$ cat src/rtl/rx_escape_pkg.sv
// Shared types for the RX un-escaper: FIFO entry layout, escape FSM states
// and the default escape symbol.
package rx_escape_pkg;

  localparam logic [7:0] ESC_DEFAULT = 8'hB1;

  typedef struct packed {
    logic       cmd;
    logic [7:0] data;
  } rx_entry_t;

  typedef enum logic [0:0] {
    ST_IDLE   = 1'b0,
    ST_ESCAPE = 1'b1
  } state_t;

  function automatic rx_entry_t make_entry(input logic cmd, input logic [7:0] data);
    rx_entry_t e;
    e.cmd  = cmd;
    e.data = data;
    return e;
  endfunction

endpackage

$ cat src/rtl/rx_escape_fifo_if.sv
// Bundle of the UART-RX side, TAP side and status signals of rx_escape_fifo.
// The slave modport is the un-escaper itself; master is whoever drives it.
interface rx_escape_fifo_if #(
  parameter int DEPTH = 8
);
  localparam int LW = $clog2(DEPTH + 1);

  logic [7:0]    DATA_REC_I;
  logic          RX_EMPTY_I;
  logic          READ_O;
  logic          READ_I;
  logic          RX_EMPTY_O;
  logic          COMMAND_O;
  logic [7:0]    DATA_REC_O;
  logic          FLUSH_I;
  logic          ESC_ERR_O;
  logic [LW-1:0] LEVEL_O;

  modport master (
    output DATA_REC_I, RX_EMPTY_I, READ_I, FLUSH_I,
    input  READ_O, RX_EMPTY_O, COMMAND_O, DATA_REC_O, ESC_ERR_O, LEVEL_O
  );

  modport slave (
    input  DATA_REC_I, RX_EMPTY_I, READ_I, FLUSH_I,
    output READ_O, RX_EMPTY_O, COMMAND_O, DATA_REC_O, ESC_ERR_O, LEVEL_O
  );

endinterface

$ cat src/rtl/rx_fifo_fwft.sv
// First-word-fall-through FIFO with occupancy count and synchronous flush.
// The head entry is read combinationally so a push is visible the next cycle.
module rx_fifo_fwft
  import rx_escape_pkg::*;
#(
  parameter int  DEPTH = 8,
  parameter type T     = rx_entry_t
) (
  input  logic                       clk_i,
  input  logic                       rst_ni,
  input  logic                       flush_i,
  input  logic                       push_i,
  input  T                           wdata_i,
  input  logic                       pop_i,
  output T                           rdata_o,
  output logic                       full_o,
  output logic                       empty_o,
  output logic [$clog2(DEPTH+1)-1:0] level_o
);

  localparam int LW = $clog2(DEPTH + 1);
  localparam int AW = (DEPTH > 1) ? $clog2(DEPTH) : 1;

  T              mem_q [DEPTH];
  logic [AW-1:0] wr_ptr_q, rd_ptr_q;
  logic [LW-1:0] count_q;
  logic          do_push, do_pop;

  assign full_o  = (count_q == LW'(DEPTH));
  assign empty_o = (count_q == '0);
  assign level_o = count_q;

  // A pop in the same cycle makes room, so push-at-full is legal with a pop.
  assign do_pop  = pop_i && !empty_o && !flush_i;
  assign do_push = push_i && (!full_o || do_pop) && !flush_i;

  always_ff @(posedge clk_i) begin
    if (do_push) begin
      mem_q[wr_ptr_q] <= wdata_i;
    end
  end

  always_ff @(posedge clk_i or negedge rst_ni) begin
    if (!rst_ni) begin
      wr_ptr_q <= '0;
      rd_ptr_q <= '0;
      count_q  <= '0;
    end else if (flush_i) begin
      wr_ptr_q <= '0;
      rd_ptr_q <= '0;
      count_q  <= '0;
    end else begin
      if (do_push) begin
        wr_ptr_q <= wr_ptr_q + AW'(1);
      end
      if (do_pop) begin
        rd_ptr_q <= rd_ptr_q + AW'(1);
      end
      unique case ({do_push, do_pop})
        2'b10:   count_q <= count_q + LW'(1);
        2'b01:   count_q <= count_q - LW'(1);
        default: count_q <= count_q;
      endcase
    end
  end

  // Stale RAM contents stay hidden while the FIFO is empty.
  always_comb begin
    rdata_o = '0;
    if (!empty_o) begin
      rdata_o = mem_q[rd_ptr_q];
    end
  end

endmodule

$ cat src/rtl/rx_escape_fifo.sv
// RX un-escaper: drains UART-RX, folds ESC sequences into {cmd,byte} entries
// and buffers them for the TAP, with escape timeout, flush and fill level.
module rx_escape_fifo
  import rx_escape_pkg::*;
#(
  parameter logic [7:0] ESC     = ESC_DEFAULT,
  parameter int         DEPTH   = 8,
  parameter int         TIMEOUT = 0
) (
  input  logic             CLK_I,
  input  logic             RST_NI,
  rx_escape_fifo_if.slave  bus
);

  localparam int LW = $clog2(DEPTH + 1);
  localparam int TW = (TIMEOUT > 1) ? $clog2(TIMEOUT) : 1;
  localparam logic [TW-1:0] TIMER_LAST = (TIMEOUT > 0) ? TW'(TIMEOUT - 1) : '0;

  state_t        state_q, state_d;
  logic [TW-1:0] timer_q, timer_d;
  logic          esc_err_q, esc_err_d;

  logic          fifo_full, fifo_empty;
  logic          consume, push;
  rx_entry_t     push_entry, head;
  logic [LW-1:0] level;

  // Fullness comes from the registered count: a same-cycle TAP pop does not
  // open a slot for RX.
  assign consume    = RST_NI && !bus.RX_EMPTY_I && !fifo_full && !bus.FLUSH_I;
  assign bus.READ_O = consume;

  always_comb begin
    state_d    = state_q;
    timer_d    = timer_q;
    esc_err_d  = 1'b0;
    push       = 1'b0;
    push_entry = make_entry(1'b0, bus.DATA_REC_I);
    if (bus.FLUSH_I) begin
      state_d = ST_IDLE;
      timer_d = '0;
    end else begin
      unique case (state_q)
        ST_IDLE: begin
          if (consume) begin
            if (bus.DATA_REC_I == ESC) begin
              state_d = ST_ESCAPE;
              timer_d = '0;
            end else begin
              push = 1'b1;
            end
          end
        end
        ST_ESCAPE: begin
          if (consume) begin
            push       = 1'b1;
            push_entry = make_entry(bus.DATA_REC_I != ESC, bus.DATA_REC_I);
            state_d    = ST_IDLE;
          end else if (TIMEOUT != 0 && timer_q == TIMER_LAST) begin
            esc_err_d = 1'b1;
            state_d   = ST_IDLE;
            timer_d   = '0;
          end else begin
            timer_d = timer_q + TW'(1);
          end
        end
        default: state_d = ST_IDLE;
      endcase
    end
  end

  always_ff @(posedge CLK_I or negedge RST_NI) begin
    if (!RST_NI) begin
      state_q   <= ST_IDLE;
      timer_q   <= '0;
      esc_err_q <= 1'b0;
    end else begin
      state_q   <= state_d;
      timer_q   <= timer_d;
      esc_err_q <= esc_err_d;
    end
  end

  rx_fifo_fwft #(
    .DEPTH (DEPTH),
    .T     (rx_entry_t)
  ) u_fifo (
    .clk_i   (CLK_I),
    .rst_ni  (RST_NI),
    .flush_i (bus.FLUSH_I),
    .push_i  (push),
    .wdata_i (push_entry),
    .pop_i   (bus.READ_I),
    .rdata_o (head),
    .full_o  (fifo_full),
    .empty_o (fifo_empty),
    .level_o (level)
  );

  assign bus.RX_EMPTY_O = fifo_empty;
  assign bus.COMMAND_O  = head.cmd;
  assign bus.DATA_REC_O = head.data;
  assign bus.LEVEL_O    = level;
  assign bus.ESC_ERR_O  = esc_err_q;

endmodule

$ cat src/flat_wrapper.sv
// flat-port wrapper written by rule: the top's interface ports become plain ports
module rx_escape_fifo_flat import rx_escape_pkg::*;
#(
  parameter logic [7:0] ESC     = ESC_DEFAULT,
  parameter int         DEPTH   = 8,
  parameter int         TIMEOUT = 0
)
  (CLK_I, RST_NI, bus_DATA_REC_I, bus_RX_EMPTY_I, bus_READ_I, bus_FLUSH_I, bus_READ_O, bus_RX_EMPTY_O, bus_COMMAND_O, bus_DATA_REC_O, bus_ESC_ERR_O, bus_LEVEL_O);
  rx_escape_fifo_if #(.DEPTH(DEPTH)) bus_i ();
  input  logic CLK_I;
  input  logic RST_NI;
  input wire logic [$bits(bus_i.DATA_REC_I)-1:0] bus_DATA_REC_I;
  input wire logic [$bits(bus_i.RX_EMPTY_I)-1:0] bus_RX_EMPTY_I;
  input wire logic [$bits(bus_i.READ_I)-1:0] bus_READ_I;
  input wire logic [$bits(bus_i.FLUSH_I)-1:0] bus_FLUSH_I;
  output wire logic [$bits(bus_i.READ_O)-1:0] bus_READ_O;
  output wire logic [$bits(bus_i.RX_EMPTY_O)-1:0] bus_RX_EMPTY_O;
  output wire logic [$bits(bus_i.COMMAND_O)-1:0] bus_COMMAND_O;
  output wire logic [$bits(bus_i.DATA_REC_O)-1:0] bus_DATA_REC_O;
  output wire logic [$bits(bus_i.ESC_ERR_O)-1:0] bus_ESC_ERR_O;
  output wire logic [$bits(bus_i.LEVEL_O)-1:0] bus_LEVEL_O;
  assign bus_i.DATA_REC_I = bus_DATA_REC_I;
  assign bus_i.RX_EMPTY_I = bus_RX_EMPTY_I;
  assign bus_i.READ_I = bus_READ_I;
  assign bus_i.FLUSH_I = bus_FLUSH_I;
  assign bus_READ_O = bus_i.READ_O;
  assign bus_RX_EMPTY_O = bus_i.RX_EMPTY_O;
  assign bus_COMMAND_O = bus_i.COMMAND_O;
  assign bus_DATA_REC_O = bus_i.DATA_REC_O;
  assign bus_ESC_ERR_O = bus_i.ESC_ERR_O;
  assign bus_LEVEL_O = bus_i.LEVEL_O;
  rx_escape_fifo #(.ESC(ESC), .DEPTH(DEPTH), .TIMEOUT(TIMEOUT)) u_core (.CLK_I(CLK_I), .RST_NI(RST_NI), .bus(bus_i));
endmodule
$ cat config.mk
export PLATFORM = sky130hd
export DESIGN_NAME = rx_escape_fifo_flat
export DESIGN_NICKNAME = d
export VERILOG_FILES = /design/src/rtl/rx_escape_pkg.sv /design/src/rtl/rx_escape_fifo_if.sv /design/src/rtl/rx_fifo_fwft.sv /design/src/rtl/rx_escape_fifo.sv /design/src/flat_wrapper.sv
export SDC_FILE = /design/constraint.sdc
export NUM_CORES = 1
export LEC_CHECK = 0
export ABC_CLOCK_PERIOD_IN_PS = 3400
export CAP_MARGIN = 20
export CELL_PAD_IN_SITES_DETAIL_PLACEMENT = 2
export CELL_PAD_IN_SITES_GLOBAL_PLACEMENT = 2
export CORE_ASPECT_RATIO = 0.7
export CORE_MARGIN = 2
export CORE_UTILIZATION = 40
export CTS_CLUSTER_DIAMETER = 30
export DETAILED_ROUTE_END_ITERATION = 8
export PLACE_DENSITY_LB_ADDON = 0.3
export SYNTH_ARGS = -nofsm -noshare
export SYNTH_HDL_FRONTEND = slang
export SYNTH_SLANG_ARGS = --single-unit
$ cat constraint.sdc
create_clock -name CLK_I -period 3.4 [get_ports CLK_I]
set_clock_uncertainty 0.1 [all_clocks]
set_input_delay 0.85 -clock CLK_I [delete_from_list [all_inputs] [get_ports CLK_I]]
set_output_delay 0.85 -clock CLK_I [all_outputs]
set_load 0.01 [all_outputs]
==> results of run 1 <==
synthesized netlist by cell type, types with 2 or more instances:
cell type,n,area (µm²)
a21o_1,2,15.0
a21oi_1,4,20.0
and3_1,2,12.5
buf_2,2,10.0
clkbuf_1,5,18.8
dfrtp_1,11,275
edfxtp_1,72,2160
ha_1,4,50.1
mux2_2,3,33.8
mux2i_1,11,110
mux4_2,18,405
nand2_1,10,37.5
nand2b_1,7,43.8
nor2_1,17,63.8
nor2b_1,3,18.8
nor3_1,6,30.0
o21ai_0,2,10.0
xnor2_1,3,26.3
power groups by stage:
stage | Combinational (mW) | Clock, mW | Sequential [mW]
detailed placement | 0.957 | 0 | 1.21
finish | 0.943 | 0.859 | 1.19
global placement | 0.915 | 0 | 1.21
global route | 1.03 | 0.918 | 1.19
CTS | 0.964 | 0.881 | 1.19
floorplan | 0.486 | 0 | 1.20
critical path, delay by kind of cell:
| family | cells | cell delay, ns |
|---|---|---|
| buf+inv | 2 | 0.62 |
| simple gates | 5 | 1.20 |
| fa+ha+maj | 1 | 0.29 |
| compound gates | 3 | 0.48 |
layer usage:
metal  GRT usage  share of wire  vias up
li1            -              -      890
met1       0.280           0.45     1047
met2       0.341           0.50       36
met3      0.0458          0.043        8
met4      0.0578         0.0094        0
met5           0              0        -
stage by stage:
step                cells  setup WS [ns]
global route          385        -0.0168
finish                385         0.0653
floorplan             198          0.216
global placement      367         -0.250
detailed placement    367         -0.489
CTS                   383         0.0410
path summary, 6_finish.rpt:
path	startpoint	depth (start not counted)	end
setup / recovery	RST_NI	11	u_core.u_fifo.level_o[3]
hold / removal	u_core.state_q	2	u_core.state_q
setup reg to reg	u_core.u_fifo.level_o[2]	10	u_core.u_fifo.level_o[3]
hold reg to reg	u_core.state_q	2	u_core.state_q
max in group asynchronous	RST_NI	2	u_core.state_q
min in group asynchronous	RST_NI	2	u_core.u_fifo.wr_ptr_q[1]
registers in the layout, summed over array words and instances, names as in the netlist:
signal                  count
u_core.u_fifo.mem_q        72
u_core.u_fifo.level_o       4
u_core.u_fifo.rd_ptr_q      3
u_core.u_fifo.wr_ptr_q      3
u_core.state_q              1
what timing repair did:
| action | 4_1_cts | 5_1_grt |
|---|---|---|
| pin swaps | 0 | 1 |
| endpoints found under the setup margin | 2 | 1 |
| buffers inserted | 0 | 2 |
| resized for setup | 3 | 1 |
| hold endpoints to repair | 0 | 0 |
kinds of logic after synthesis:
family / share of synthesized area
AO/OA/AOI/OAI: 0.0180
XOR/XNOR: 0.0101
adder cells (fa/ha/maj): 0.0202
buffers and inverters: 0.0126
flip-flops: 0.701
multiplexers: 0.158
other: 0.00108
AND/OR/NAND/NOR: 0.0792
cell type report:
class                   count  area (µm²)
clock inverters             5        30.0
fillers                   764        4050
clock buffers              11         233
flip-flops and latches     83        2440
inverters                   1        3.75
multi-input cells         105        1010
repair buffers             60         528
well taps                 120         150
==> key figures, run 1 <==
Outcome
  – Outcome: finished clean

Critical path
  – Crit-path cells: clkdlybuf4s50_1, or3b_1, a21o_1, nor2_2, nor3_2, buf_4, ha_1, a21oi_1, or4_1, and3_1, o21ba_1
  – Worst-path maximum fanout: 3
  – Critical Path Slowest Stage Cell: clkdlybuf4s50_1
  – Reg2reg setup slack: 0.61 ns
  – Critical path type: in2reg
  – Arr. time, crit path: 3.45 ns
  – Critical path capture point type: flop
  – Slowest cell delay on critical path: 0.48 ns
  – Critical Path RT: 3.52 ns
  – Critical Path Start Type: primary input

Final layout
  – Final instance area: 4400 µm²
  – Fraction of layout cells with a size suffix above 1: 0.272
  – Nets@finish: 278
  – ANT cells: 0
  – Final core occ: 0.521
  – Most frequent cells in the layout: edfxtp_1 (72), buf_4 (32), clkdlybuf4s50_1 (25), mux4_2 (18), nor2_1 (17)
  – P&R area growth vs syn: 26.4%
  – Most common cell after layout, fill and taps aside: edfxtp_1

Global route
  – First-pass GRT wire length: 13.4 mm
  – Total track usage: 0.207
  – Gr ovfl total: 0
  – Largest net degree at the start of global routing: 21
  – Initial antenna violation count: 0
  – Vias in the first global route: 2196

Floorplanning
  – Core Box Area: 8440 µm²
  – Initial Utilization: 0.412
  – # IOs: 29
  – Floorplan row count: 28
  – Chip Height: 82.0 µm
  – Die area: 9470 µm²
  – Die width: 115 µm

Power and ir drop
  – Combinational share of power: 0.315
  – Peak supply drop: 0.305 mV
  – Power density over cell area: 680 nW/µm²
  – Internal power: 2.14 mW
  – Clk pwr share: 0.287
  – Sw power: 846 µW
  – Static leakage: 1.54 nW
  – Seq pwr share: 0.397
  – Power, Total: 2.99 mW
  – Sw frac: 0.283

Synth
  – Post-synthesis cell area: 3480 µm²
  – Avg Inst Size Synth: 17.6 µm²
  – Top FF cell, synth: edfxtp_1
  – Sequential share of the synthesized area: 0.701
  – Ys async rst share: 0.133
  – Net Count, Synth: 216
  – Synth Instances: 198
  – Yosys warns: 0
  – Post-synth EDFFs: 72
  – Post-synth cell types: 34
  – #FFs+latches synth: 83

Timing
  – Max-slew violations: 0
  – Max Fclk: 300 MHz
  – Worst hold margin: 0.523 ns
  – Slew margin rel.: 0.621
  – Final hold vios: 0
  – Slew @ Worst Pin: 0.562 ns
  – # setup viols final: 0
  – Setup TNS: 0 ns
  – Tcrit/Tclk final: 0.981
  – Final min period: 3.33 ns

Clocking
  – CTS tree: built
  – CTS Hold Buffers Added: 0
  – CTS Buf Count: 9
  – TritonCTS Sinks: 83
  – Clk buf depth: 2
  – H-tree depth: 3
  – CTS root buffer: clkbuf_16
  – Clock transition at path regs: 0.06 ns
  – Clock Latency Late Sink: 0.33 ns

Route
  – Antenna-violating nets left: 0
  – DRC: 0
  – Via/cell ratio: 5.15
  – Vias: 1981
  – Drt wl/cell: 22.7 µm
  – Pre-antenna DRT Iters: 4
  – Initial drt markers: 154
  – Total wire length: 8.75 mm

Flow run
  – Max-capacitance violation count: 0

Place
  – Placed cell areas: 4110 µm²
  – Final HPWL DP: 6.03 mm
  – Routability cong.: 0.708
  – Number of port buffers: 27

Worst hold path
  – Worst Hold Class: reg2reg
Power figures use the tool's default switching activity.
==> run 2: changes to the inputs <==
Settings changed: ABC_CLOCK_PERIOD_IN_PS 3400 to 4100, HOLD_SLACK_MARGIN set to 0.03.
Clock period 3.4 ns to 4.1 ns, I/O delays scaled along.
==> run 2 against run 1 <==
  * Critical path type is now in2out
  * Die area stayed put
  * Largest cell class unchanged
  * Non-clock buffer count fell by 9
  * Sequential share of layout area grew 0.85 points
  * Routed wire length shrank 1.4%
  * Power fell by 17%
  * First-iteration DRC count is 11% lower
  * Final cell count is 2.3% lower
==> key figures, run 2 (synthesis gave the netlist of run 1 again) <==
Critical path
  – Critical Path Slowest Stage Cell: clkdlybuf4s50_1
  – Critical path type: in2out
  – Critical path capture point type: primary output
  – Buf+Inv Stages, Crit Path: 3 (+1)
  – Critical Path RT: 2.97 ns (-0.55 ns)
  – Crit-path cells: clkdlybuf4s50_1, or3b_1, a21o_1, inv_1, clkdlybuf4s50_1
  – CP most frequent cell: clkdlybuf4s50_1
  – Reg2reg setup slack: 1.15 ns (+0.54 ns)
  – Critical Path Start Type: primary input
  – Arr. time, crit path: 2.79 ns (-0.66 ns)
  – Worst path top cell family by delay: buffers and inverters
  – Slowest cell delay on critical path: 0.56 ns (+0.08 ns)
  – Worst-path maximum fanout: 5 (+2)

Route
  – Drt wl/cell: 22.9 µm (+0.98%)
  – Total wire length: 8.63 mm (-1.4%)
  – Via/cell ratio: 5.24 (+1.8%)
  – Initial drt markers: 137 (-11%)
  – DRC: 0 (unchanged)
  – Pre-antenna DRT Iters: 4 (unchanged)
  – Antenna-violating nets left: 0 (unchanged)
  – Vias: 1969 (-0.61%)

Clocking
  – Clock transition at path regs: 0.06 ns (about the same)
  – CTS Hold Buffers Added: 0 (unchanged)
  – TritonCTS Sinks: 83 (unchanged)
  – Clk buf depth: 2 (unchanged)
  – CTS Buf Count: 9 (unchanged)
  – Post-CTS Setup Inserts: 0 (unchanged)
  – Clock Latency Late Sink: 0.33 ns (about the same)
  – CTS tree: built
  – CTS root buffer: clkbuf_16
  – H-tree depth: 3 (unchanged)
  – Post-CTS sizing: 0 (-3)

Global route
  – Total track usage: 0.204 (-0.00274)
  – Gr ovfl total: 0 (unchanged)
  – Met3 usage: 0.0480 (+0.00221)
  – First-pass GRT wire length: 13.3 mm (-0.16%)
  – Vias in the first global route: 2259 (+2.9%)
  – Initial antenna violation count: 0 (unchanged)
  – Gr busiest metal: met2
  – Met1 Use GR: 0.256 (-0.0232)
  – Met2 GRT Util: 0.355 (+0.0140)
  – Largest net degree at the start of global routing: 21 (unchanged)

Place
  – Number of port buffers: 27 (unchanged)
  – Pre-CTS setup slack: -0.0295 ns (+0.460 ns)
  – Routability cong.: 0.702 (-0.82%)
  – Final HPWL DP: 6.02 mm (-0.14%)

Final layout
  – Largest Register: u_core.u_fifo.mem_q
  – Max FFs per register: 72 (unchanged)
  – P&R area growth vs syn: 24.5%
  – Final core occ: 0.513 (-0.00785)
  – Nets@finish: 269 (-3.2%)
  – Fraction of layout cells with a size suffix above 1: 0.238 (-0.0334)
  – Most frequent cells in the layout: edfxtp_1 (72), clkdlybuf4s50_1 (27), buf_4 (24), mux4_2 (18), nor2_1 (17)
  – Most common cell after layout, fill and taps aside: edfxtp_1
  – ANT cells: 0 (unchanged)

Timing
  – Tcrit/Tclk final: 0.954
  – Final min period: 3.91 ns
  – Final WS setup: 0.189 ns (+0.124 ns)
  – Setup TNS: 0 ns (unchanged)
  – Slew margin rel.: 0.549 (-0.0717)
  – RSZ-0062 raised after global routing: false
  – Max Fclk: 256 MHz
  – Slew @ Worst Pin: 0.676 ns (+0.113 ns)
  – # setup viols final: 0 (unchanged)
  – Final hold vios: 0 (unchanged)
  – Max-slew violations: 0 (unchanged)

Floorplanning
  – # IOs: 29 (unchanged)
  – Chip Height: 82.0 µm (unchanged)
  – Core Box Area: 8440 µm² (unchanged)
  – Die width: 115 µm (unchanged)
  – Floorplan row count: 28 (unchanged)
  – Initial Utilization: 0.412 (unchanged)
  – Die area: 9470 µm² (unchanged)

Power and ir drop
  – Static leakage: 1.50 nW (-2.7%)
  – Peak supply drop: 0.303 mV (-0.39%)
  – Power density over cell area: 573 nW/µm² (-16%)

Worst hold path
  – Worst Hold Class: reg2reg

Flow run
  – Max-capacitance violation count: 0 (unchanged)

Outcome
  – Outcome: finished clean
==> run 2: path summary, 6_finish.rpt <==
| kind | end | start | cells after the start |
|---|---|---|---|
| max in group asynchronous | u_core.u_fifo.rd_ptr_q[2] | RST_NI | 2 |
| min in group asynchronous | u_core.state_q | RST_NI | 2 |
| setup reg to reg | u_core.u_fifo.level_o[3] | u_core.u_fifo.level_o[0] | 10 |
| hold / removal | u_core.state_q | u_core.state_q | 2 |
| hold reg to reg | u_core.state_q | u_core.state_q | 2 |
| setup / recovery | bus_READ_O | RST_NI | 5 |
==> run 2: tightest hold or removal path, stage by stage, from the launching register on <==
cell and delay (ns):
dfrtp_1 0.41, nand2_1 0.09, a21oi_1 0.07
==> run 2: per-layer routing <==
layer / wire length, µm / vias up
met1: 3770 / 1040
met5: 0 / -
met3: 343 / 8
li1: - / 877
met4: 93 / 0
met2: 4430 / 44
==> run 2: area by class of cell <==
type	instances	area, µm²
Timing Repair Buffer	51	450
Multi-Input combinational cell	105	1000
Clock inverter	6	56.3
Clock buffer	10	229
Fill cell	764	4110
Tap cell	120	150
Inverter	1	3.75
Sequential cell	83	2440
==> run 2: report_power, final <==
group / total [mW] / switching [mW] / internal [mW]
Clock: 0.773 / 0.307 / 0.466
Combinational: 0.715 / 0.340 / 0.374
Sequential: 0.991 / 0.0436 / 0.947
==> run 2: stage by stage <==
stage	power [mW]	hold WS, ns	cell area [µm²]	cells
finish	2.48	0.515	4330	376
global route	2.60	0.545	4330	376
CTS	2.52	0.513	4330	376
detailed placement	1.74	0.501	4040	360
global placement	1.69	0.452	4040	360
floorplan	1.40	0.419	3480	198
==> run 3: changes to the inputs <==
Settings changed: ABC_CLOCK_PERIOD_IN_PS 4100 to 4640, CELL_PAD_IN_SITES_DETAIL_PLACEMENT 2 to not set, CELL_PAD_IN_SITES_GLOBAL_PLACEMENT 2 to not set, SETUP_SLACK_MARGIN set to 0.15.
Clock period 4.1 ns to 4.64 ns, I/O delays scaled along.
==> run 3 against run 2 <==
  * Final area shrank 1.0%
  * Sequential cell count unchanged
  * Clock power decreased by 4.7%
  * Final cell count shrank 2.4%
  * Critical path depth unchanged
  * Sequential power shrank 9.5%
  * Sequential share of layout area up 0.58 points
  * Power fell by 11%
  * Highest routed layer unchanged
==> key figures, run 3 (synthesis gave the netlist of run 1 again) <==
Floorplanning
  – Floorplan row count: 28 (unchanged)
  – # IOs: 29 (unchanged)
  – Core Box Area: 8440 µm² (unchanged)
  – Die width: 115 µm (unchanged)
  – Die area: 9470 µm² (unchanged)
  – Initial Utilization: 0.412 (unchanged)
  – Chip Height: 82.0 µm (unchanged)

Final layout
  – P&R area growth vs syn: 23.2%
  – Nets@finish: 260 (-3.3%)
  – ANT cells: 0 (unchanged)
  – Largest Register: u_core.u_fifo.mem_q
  – Most common cell after layout, fill and taps aside: edfxtp_1
  – Fraction of layout cells with a size suffix above 1: 0.206 (-0.0318)
  – Most frequent cells in the layout: edfxtp_1 (72), clkdlybuf4s50_1 (27), mux4_2 (18), nor2_1 (17), buf_4 (15)
  – Max FFs per register: 72 (unchanged)
  – Final core occ: 0.508 (-0.00519)

Clocking
  – Post-CTS sizing: 0 (unchanged)
  – TritonCTS Sinks: 83 (unchanged)
  – CTS root buffer: clkbuf_16
  – CTS tree: built
  – Clock Latency Late Sink: 0.33 ns (about the same)
  – CTS Hold Buffers Added: 0 (unchanged)
  – Post-CTS Setup Inserts: 0 (unchanged)
  – Clock transition at path regs: 0.06 ns (about the same)
  – CTS Buf Count: 9 (unchanged)
  – Clk buf depth: 2 (unchanged)
  – H-tree depth: 3 (unchanged)

Power and ir drop
  – Clk pwr share: 0.335 (+0.023)
  – Sw power: 569 µW (-18%)
  – Internal power: 1.63 mW (-8.5%)
  – Combinational share of power: 0.258 (-0.030)
  – Peak supply drop: 0.233 mV (-23%)
  – Sw frac: 0.258 (-0.0208)
  – Seq pwr share: 0.407 (+0.007)
  – Power density over cell area: 514 nW/µm² (-10%)
  – Static leakage: 1.46 nW (-2.4%)

Critical path
  – Critical path capture point type: primary output
  – Worst-path maximum fanout: 5 (unchanged)
  – Reg2reg setup slack: 1.90 ns (+0.75 ns)
  – Worst r2r dst: u_core.u_fifo.level_o[3]
  – Worst Reg-to-Reg Cells: 10 (unchanged)
  – Critical Path Start Type: primary input
  – Critical path type: in2out
  – Reg2reg start: u_core.u_fifo.level_o[0]
  – Critical Path RT: 3.38 ns (+0.41 ns)
  – Arr. time, crit path: 2.89 ns (+0.10 ns)

Flow run
  – Max-capacitance violation count: 0 (unchanged)

Route
  – DRC: 0 (unchanged)
  – Vias: 1802 (-8.5%)
  – Initial drt markers: 84 (-39%)
  – Via/cell ratio: 4.91 (-6.2%)
  – Drt wl/cell: 17.6 µm (-23%)
  – Total wire length: 6.45 mm (-25%)
  – Antenna-violating nets left: 0 (unchanged)
  – Pre-antenna DRT Iters: 4 (unchanged)

Worst hold path
  – Hold Crit Endpoint: u_core.state_q
  – Worst Hold Class: reg2reg
  – Source of the worst hold timing path: u_core.state_q
  – Hold path depth: 2 (unchanged)

Timing
  – # setup viols final: 0 (unchanged)
  – Tcrit/Tclk final: 0.895
  – Max Fclk: 241 MHz
  – Final hold vios: 0 (unchanged)
  – Max-slew violations: 0 (unchanged)
  – RSZ-0062 raised after global routing: false
  – Setup TNS: 0 ns (unchanged)
  – Slew margin rel.: 0.385 (-0.165)
  – Final min period: 4.15 ns
  – Slew @ Worst Pin: 0.916 ns (+0.240 ns)

Place
  – Number of port buffers: 27 (unchanged)
  – Final HPWL DP: 4.50 mm (-25%)
  – Routability cong.: 0.748 (+6.6%)

Global route
  – Gr busiest metal: met2
  – Vias in the first global route: 1792 (-21%)
  – Total track usage: 0.152 (-0.0522)
  – Initial antenna violation count: 0 (unchanged)
  – First-pass GRT wire length: 9.94 mm (-26%)
  – Met1 Use GR: 0.214 (-0.0419)
  – Met2 GRT Util: 0.216 (-0.139)
  – Largest net degree at the start of global routing: 16 (-24%)
  – Met3 usage: 0.0583 (+0.0103)
  – Gr ovfl total: 0 (unchanged)

Outcome
  – Outcome: finished clean
-- run 3: power by group through the flow --
stage | clock network (mW) | registers [mW] | logic [mW]
2_1_floorplan | 0 | 0.882 | 0.356
3_5_place_dp | 0 | 0.913 | 0.580
4_1_cts | 0.755 | 0.898 | 0.581
3_3_place_gp | 0 | 0.911 | 0.578
5_1_grt | 0.789 | 0.903 | 0.624
6_report | 0.737 | 0.897 | 0.569
-- run 3: per-stage QoR --
stage | area (µm²) | hold WS [ns] | worst slack, ns | total power, mW | std cells
after floorplan | 3480 | 0.419 | 1.15 | 1.24 | 198
after global placement | 3980 | 0.444 | 0.477 | 1.49 | 351
after detailed placement | 3980 | 0.454 | 0.386 | 1.49 | 351
after CTS | 4290 | 0.463 | 0.482 | 2.23 | 367
after global routing | 4290 | 0.503 | 0.406 | 2.32 | 367
final | 4290 | 0.464 | 0.489 | 2.20 | 367
-- run 3: how the worst max path moves through the flow --
stage	from	endpoint	slack, ns	depth (start not counted)
after floorplan	bus_FLUSH_I	u_core.u_fifo.level_o[3]	1.15	10
after global placement	bus_DATA_REC_I[1]	u_core.u_fifo.level_o[3]	0.48	11
after detailed placement	bus_DATA_REC_I[3]	u_core.u_fifo.level_o[3]	0.39	11
after CTS	RST_NI	bus_READ_O	0.48	5
after global routing	bus_FLUSH_I	bus_READ_O	0.41	5
final	RST_NI	bus_READ_O	0.49	5
-- run 3: cell type report --
| cell class | count | area (µm²) |
|---|---|---|
| fillers | 716 | 4160 |
| flip-flops and latches | 83 | 2440 |
| multi-input cells | 105 | 1000 |
| repair buffers | 42 | 383 |
| clock buffers | 11 | 233 |
| well taps | 120 | 150 |
| clock inverters | 5 | 76.3 |
| inverters | 1 | 3.75 |
-- run 3: layer usage --
| metal | vias to the layer above | routed length (µm) |
|---|---|---|
| met5 | - | 0 |
| met1 | 903 | 3260 |
| met2 | 28 | 2840 |
| met4 | 0 | 81 |
| met3 | 7 | 262 |
| li1 | 864 | - |
-- run 3: worst max-delay path, stage by stage --
cell	delay [ns]
clkdlybuf4s50_1	0.47
or3b_1	0.35
a21o_1	0.22
inv_1	0.13
clkdlybuf4s50_1	0.56
